`src/rtl/load_store_unit.sv`:
```
// load_store_unit: multi-cycle RISC-V load/store unit driving a req/gnt/rvalid word bus.
// Define LSU_TIMEOUT_EN to abort accesses that spend TIMEOUT cycles in REQ+WAIT.
module load_store_unit #(
  parameter int TIMEOUT = 16
) (
  input  logic        clk,
  input  logic        rst,
  input  logic        mem_op_valid,
  input  logic        is_store,
  input  logic [1:0]  size,
  input  logic        is_unsigned,
  input  logic [31:0] alu_out,
  input  logic [31:0] store_data,
  output logic        stall,
  output logic        done,
  output logic [31:0] load_data,
  output logic        misaligned,
  output logic        bus_timeout,
  output logic        bus_req,
  output logic        bus_we,
  output logic [31:0] bus_addr,
  output logic [3:0]  bus_be,
  output logic [31:0] bus_wdata,
  input  logic        bus_gnt,
  input  logic        bus_rvalid,
  input  logic [31:0] bus_rdata
);
  typedef enum logic [1:0] {IDLE, REQ, WAIT, DONE} state_t;
  state_t state;
  logic [1:0] addr_lo, size_q;
  logic uns_q, to_hit, mis;
  logic [3:0] be;
  logic [7:0] byte_v;
  logic [15:0] half_v;
  logic [31:0] wdata, ext;
  if (TIMEOUT < 2) begin : g_bad_timeout
    $error("TIMEOUT must be at least 2");
  end
  assign stall = !rst && ((state == IDLE && mem_op_valid) || state == REQ || state == WAIT);
  always_comb begin
    mis = (size == 2'b11) || (size == 2'b10 && alu_out[1:0] != 2'b00) || (size == 2'b01 && alu_out[0]);
    be = size == 2'b00 ? 4'b0001 << alu_out[1:0] : size == 2'b01 ? 4'b0011 << {alu_out[1], 1'b0} : 4'b1111;
    wdata = size == 2'b00 ? {4{store_data[7:0]}} : size == 2'b01 ? {2{store_data[15:0]}} : store_data;
    byte_v = 8'(bus_rdata >> {addr_lo, 3'b000});
    half_v = 16'(bus_rdata >> {addr_lo[1], 4'b0000});
    ext = size_q == 2'b00 ? {{24{!uns_q && byte_v[7]}}, byte_v} :
          size_q == 2'b01 ? {{16{!uns_q && half_v[15]}}, half_v} : bus_rdata;
  end
`ifdef LSU_TIMEOUT_EN
  localparam int CW = $clog2(TIMEOUT);
  logic [CW-1:0] cnt;
  // Held at zero in IDLE, so it is already clear on the first REQ cycle.
  always_ff @(posedge clk)
    if (rst || state == IDLE) cnt <= '0;
    else if (state != DONE) cnt <= cnt + 1'b1;
  assign to_hit = cnt == CW'(TIMEOUT - 1);
`else
  assign to_hit = 1'b0;
`endif
  always_ff @(posedge clk) begin
    if (rst) begin
      state <= IDLE;
      bus_req <= 1'b0;
      bus_we <= 1'b0;
      bus_addr <= '0;
      bus_be <= '0;
      bus_wdata <= '0;
      done <= 1'b0;
      misaligned <= 1'b0;
      bus_timeout <= 1'b0;
      load_data <= '0;
      addr_lo <= '0;
      size_q <= '0;
      uns_q <= 1'b0;
    end else begin
      case (state)
        IDLE: if (mem_op_valid) begin
          addr_lo <= alu_out[1:0];
          size_q <= size;
          uns_q <= is_unsigned;
          bus_we <= is_store;
          bus_addr <= {alu_out[31:2], 2'b00};
          bus_be <= be;
          bus_wdata <= wdata;
          load_data <= '0;
          state <= mis ? DONE : REQ;
          bus_req <= !mis;
          done <= mis;
          misaligned <= mis;
        end
        // bus_we doubles as the latched store flag; a grant beats a same-cycle timeout.
        REQ: if (bus_gnt || to_hit) begin
          bus_req <= 1'b0;
          state <= (bus_gnt && !bus_we) ? WAIT : DONE;
          done <= bus_gnt ? bus_we : 1'b1;
          bus_timeout <= !bus_gnt;
        end
        WAIT: if (bus_rvalid || to_hit) begin
          state <= DONE;
          done <= 1'b1;
          bus_timeout <= !bus_rvalid;
          load_data <= bus_rvalid ? ext : '0;
        end
        DONE: begin
          state <= IDLE;
          done <= 1'b0;
          misaligned <= 1'b0;
          bus_timeout <= 1'b0;
        end
      endcase
    end
  end
endmodule

```
`config.mk`:
```
export PLATFORM = sky130hd
export DESIGN_NAME = load_store_unit
export DESIGN_NICKNAME = d
export VERILOG_FILES = /design/src/rtl/load_store_unit.sv
export SDC_FILE = /design/constraint.sdc
export NUM_CORES = 1
export LEC_CHECK = 0
export BUFFER_PORTS_ARGS = -buffer_cell sky130_fd_sc_hd__buf_2
export CAP_MARGIN = 15
export CORE_ASPECT_RATIO = 0.75
export CORE_UTILIZATION = 46
export DETAILED_ROUTE_END_ITERATION = 12
export PLACE_DENSITY = 0.86
export SYNTH_ARGS = -nofsm -noshare
export SYNTH_HDL_FRONTEND = slang
export SYNTH_SLANG_ARGS = --single-unit
```
`constraint.sdc`:
```
create_clock -name clk -period 5.55 [get_ports clk]
set_clock_uncertainty 0.2 [all_clocks]
set_input_delay 0.8325 -clock clk [delete_from_list [all_inputs] [get_ports clk]]
set_output_delay 0.8325 -clock clk [all_outputs]
set_load 0.05 [all_outputs]
```
# [Word level (Yosys, flattened, before mapping)]
# Cells that the tools add are included.
[classes] n_eq_ne=10 shifts=4 n_mux=26 reduce_logical=31
[ops] op="$mux 32" count=6
[ops] op="$pmux 32 s2" count=1
[ops] op="$shr 32x5->16" count=1
[ops] op="$shr 32x5->8" count=1
[ops] op="$reduce_and 3->1" count=4
[ops] op="$eq 2x2->1 const B" count=4
[ops] op="$mux 1" count=8
[ops] op="$mux 2" count=4
[ops] op="$mux 4" count=2
[ops] op="$pmux 2 s4" count=1
[ops] op="$reduce_bool 2->1" count=4
[ops] op="$logic_and 1x1->1" count=7
[ops] op="$eq 2x1->1 const B" count=3
[ops] op="$logic_not 1->1" count=6
[ops] op="$logic_not 2->1" count=3
[ops] op="$ne 2x2->1 const B" count=3
[ops] op="$logic_or 1x1->1" count=4
[ops] op="$pmux 1 s2" count=2
[ops] op="$pmux 1 s4" count=1
[ops] op="$reduce_and 2->1" count=2
[ops] op="$shl 1x2->4 const A" count=1
[ops] op="$shl 2x2->4 const A" count=1
[ops] op="$pmux 1 s3" count=1
[ops] op="$reduce_bool 3->1" count=1
[totals] regBits=110 input_bits=105 out_inout_bits=106 elab_cells=84

# [Depth between registers and ports, before layout]
[depth] depth_word=7 ltp_mapped=8 mapped_depth_nobuf=6

# [Least setup slack after synthesis]
# No wires, ideal clock.
[synth_path] kind="input port to output port" startpoint="in mem_op_valid" endpoint="out stall" arrival_time_ns=2.076 required_time_ns=4.518 slack_ns=2.442 stages=4 path_buffers=2 cell_sequence="nand2_1 clkbuf_1 clkbuf_1 a21oi_1"
[synth_between] elab_chain_cells=4
[synth_lines] item="from (decl)" line_no="8" rtl="input logic mem_op_valid,"
[synth_lines] item="$logic_and 1x1->1" line_no="39" rtl="assign stall = !rst && ((state == IDLE && mem_op_valid) || state == REQ || state == WAIT);"
[synth_lines] item="$logic_or 1x1->1 (2 in a row)" line_no="39"
[synth_lines] item="$logic_and 1x1->1" line_no="39"
[synth_lines] item="to (decl)" line_no="14" rtl="output logic stall,"
# No other way between the ends.

# [Final worst setup path]
[layout_path] startpoint="reg state[0]" endpoint="out stall"
[layout_between] elab_chain_cells=5 word_cells_on_any_way=7
[layout_lines] item="from (decl)" line_no="29" rtl="state_t state;"
[layout_lines] item="from (signal assigned)" line_no="86" rtl="state <= mis ? DONE : REQ;"
[layout_lines] item="from (signal assigned)" line_no="94" rtl="state <= (bus_gnt && !bus_we) ? WAIT : DONE;"
[layout_lines] item="$logic_not 2->1" line_no="39"
[layout_lines] item="$logic_and 1x1->1" line_no="39"
[layout_lines] item="$logic_or 1x1->1" line_no="39"
[layout_lines] item="$logic_or 1x1->1 *" line_no="39"
[layout_lines] item="$logic_and 1x1->1 *" line_no="39"
# Mark *: on every way between the ends. The rest lies on a longest branch, timed or not.

==> flow_metrics.py <==
metrics = {
    "final_layout": {
        "final_cell_mix": "buf_2 (208), nand2_1 (135), dfxtp_1 (110), a21oi_1 (60), nor2_1 (30)",
        "final_common_cell": "buf_2",
        "num-nets-final": 869,
        "seq_area_mm2": 0.00220,
        "final_area_mm2": 0.00631,
        "fillers": 940,
        "drive_gt1_share_pct": 32.9,
        "multiInputGateArea_mm2": 0.00250,
        "area_delta_synth_final_pct": 27.5,
    },
    "critical_path": {
        "r2r-end": "load_data[18]$_SDFFE_PP0P_",
        "path_class": "reg -> out",
        "critPathCaptureType": "primary output",
        "path_max_fanout": 57,
        "cp_cell_sequence": "inv_1 > ha_1 > nand2_2 > buf_4 > a21oi_1 > buf_2",
        "cpMaxStageDelayCell": "buf_4",
        "startpoint_type": "flop",
        "worstPathArrival_ns": 2.10,
        "rr_worst_depth": 6,
        "slowest_delay_ns": 0.47,
        "required_ns": 4.52,
        "r2r-start": "state[0]$_SDFFE_PP0P_",
        "ff2ff_setup_slack_ns": 2.69,
    },
    "timing": {
        "rsz0062_at_grt": "false",
        "hold_viol": 0,
        "tns_ns": 0,
        "relSlewSlack_pct": 27.0,
        "setup_viol_count_final": 0,
        "post-route-period-util_pct": 56.4,
        "hold_ws_ns": 0.252,
        "final.min_clock_period_ns": 3.13,
        "worst_pin_slew_ns": 1.10,
        "slew_viol_final": 0,
        "fmax_mhz": 320,
    },
    "global_route": {
        "track_usage_pct": 24.3,
        "grt_pass1_vias": 4392,
        "grt_pass1_wl_um": 21700,
        "overflow": 0,
        "grt_max_degree": 65,
        "antenna_found_initial": 1,
    },
    "power_and_ir_drop": {
        "clockPowerShare_pct": 23.1,
        "combPwrFrac_pct": 42.2,
        "vdd_ir_drop_max_mv": 0.246,
        "powerDensity_mw_per_mm2": 475,
        "p_leak_nw": 2.91,
        "power_mw": 3.00,
        "pwr-share-seq_pct": 34.7,
        "switching_power_mw": 1.32,
        "p_sw_share_pct": 43.9,
        "internal_power_mw": 1.68,
    },
    "clock_network": {
        "cts_tree": "built",
        "clockRootBuffer": "clkbuf_16",
        "post_cts_buffers": 0,
        "clk_latency_ns": 0.34,
        "numClockSinks": 110,
        "clk_transition_reported_paths_ns": 0.07,
        "cts.repair.resized": 0,
        "hold_buffers": 0,
        "cts_buffer_depth": 2,
        "cts_made_buffers": 9,
        "cts_max_level": 3,
    },
    "routing": {
        "routed_wl_um": 13700,
        "via_per_inst": 5.47,
        "first_pass_iters": 5,
        "vias": 4919,
        "drt_iter0_markers": 360,
        "final_antenna_net_count": 0,
        "drc_errors": 0,
        "post_drt_wl_per_cell_um": 15.2,
    },
    "floorplan": {
        "floorplan.initialDensity_pct": 47.7,
        "die_width_um": 122,
        "fp.dieH_um": 91.8,
        "fp.coreArea_mm2": 0.0104,
        "io_pins": 211,
        "fp-row-count": 32,
        "die_area_mm2": 0.0112,
    },
    "run": {
        "maxCapViolations": 0,
    },
    "synth": {
        "synth_cell_types": 46,
        "synth-edff-count": 0,
        "synthFlopType": "dfxtp_1",
        "syn_area_per_cell_um2": 8.45,
        "synth_cells": 585,
        "ys_ff_latch": 110,
        "syn_area_mm2": 0.00495,
        "yosysWarnings": 0,
        "seq_area_frac_synth_pct": 44.5,
        "synthArstFlopShare_pct": 0,
    },
    "min_path": {
        "hold_depth": 2,
        "min_to": "done$_SDFFE_PP0P_",
        "worstHoldStart": "done$_SDFFE_PP0P_",
        "hold_path_class": "reg -> reg",
    },
    "placement": {
        "post_dp_cell_area_mm2": 0.00598,
        "place.port_buffers": 208,
        "place.gp.congestion": 0.840,
        "hpwl_um": 9700,
    },
    "status": {
        "outcome": "finished, final reports clean",
    },
}
-- cell type report --
type | count | area share [%]
timing repair buffer | 212 | 17.0
inverter | 9 | 0.536
clock inverter | 7 | 1.55
multi-input combinational | 416 | 39.7
antenna | 1 | 0.0397
clock buffer | 9 | 3.57
sequential | 110 | 34.9
tap | 136 | 2.70
-- Yosys cell counts, types with 2 or more instances --
cell type / n / area (µm²)
buf_4: 3 / 22.5
a21oi_1: 60 / 300
ha_1: 6 / 75.1
nand3_1: 6 / 30.0
o21bai_1: 4 / 30.0
o21ai_0: 21 / 105
buf_2: 4 / 20.0
a21o_1: 5 / 37.5
a2bb2oi_1: 7 / 61.3
or3_1: 3 / 18.8
a32o_1: 4 / 40.0
mux2i_1: 20 / 200
nor2_1: 31 / 116
mux2_2: 2 / 22.5
mux4_2: 3 / 67.6
o2bb2ai_1: 3 / 26.3
a221oi_1: 2 / 17.5
clkbuf_1: 35 / 131
nor2b_1: 5 / 31.3
a211oi_1: 13 / 97.6
inv_1: 9 / 33.8
a221o_1: 10 / 100
nand2_1: 136 / 510
a311oi_1: 9 / 78.8
a221o_2: 10 / 113
buf_1: 8 / 30.0
or4b_1: 3 / 30.0
a22o_1: 8 / 70.1
o22ai_1: 16 / 100
nand2b_1: 6 / 37.5
dfxtp_1: 110 / 2200
nor3_1: 9 / 45.0
-- state kept, by name (all words and copies together), names as in the netlist, 2 cells and up --
register and cells:
load_data 32, bus_be 4, bus_addr 30, bus_wdata 32, state 2, addr_lo 2, size_q 2
-- cells by family (layout without fill, tap and decap cells) --
group | after synthesis | after routing | synth area share, %
other | 1 | 3 | 0.0758
and+or+nand+nor | 205 | 205 | 18.0
DFF | 110 | 110 | 44.5
adders and majority gates | 6 | 6 | 1.52
buffers and inverters | 60 | 237 | 5.03
AOI/OAI and AO/OA | 178 | 178 | 25.0
muxes | 25 | 25 | 5.87
-- worst max-delay path by stage --
stage | startpoint | to | slack [ns] | cells past startpoint
2_1_floorplan | mem_op_valid | stall | 2.44 | 4
3_3_place_gp | rst | load_data[24]$_SDFFE_PP0P_ | 2.49 | 4
3_5_place_dp | rst | load_data[18]$_SDFFE_PP0P_ | 2.47 | 4
4_1_cts | state[0]$_SDFFE_PP0P_ | stall | 2.42 | 6
5_1_grt | state[0]$_SDFFE_PP0P_ | stall | 2.27 | 6
6_report | state[0]$_SDFFE_PP0P_ | stall | 2.42 | 6
-- through the flow --
step                instances  setup slack, ns  util (%)
global route              899             2.27      60.8
CTS                       899             2.42      60.8
global placement          883             2.49      57.7
finish                    900             2.42      60.8
floorplan                 586             2.44         -
detailed placement        883             2.47      57.7
-- worst max-delay path, delay by kind of cell, from the launching register on --
family,cells,cell delay [ns]
and+or+nand+nor,1,0.08
adders and majority gates,1,0.30
DFF,1,0.39
buffers and inverters,3,0.84
AOI/OAI and AO/OA,1,0.12
-- power groups by stage --
stage,clock (mW),combinational (mW),sequential (mW)
6_report,0.692,1.27,1.04
5_1_grt,0.736,1.37,1.06
4_1_cts,0.700,1.26,1.04
3_5_place_dp,0,1.26,1.05
3_3_place_gp,0,1.25,1.05
2_1_floorplan,0,0.556,1.46
-- metal layers --
layer	GRT usage (%)	routed length (µm)	vias to the layer above
li1	-	-	2438
met5	0	0	-
met2	37.2	6230	178
met3	4.79	863	18
met4	7.20	211	0
met1	34.4	6350	2285
(Power assumes the default switching activity.)
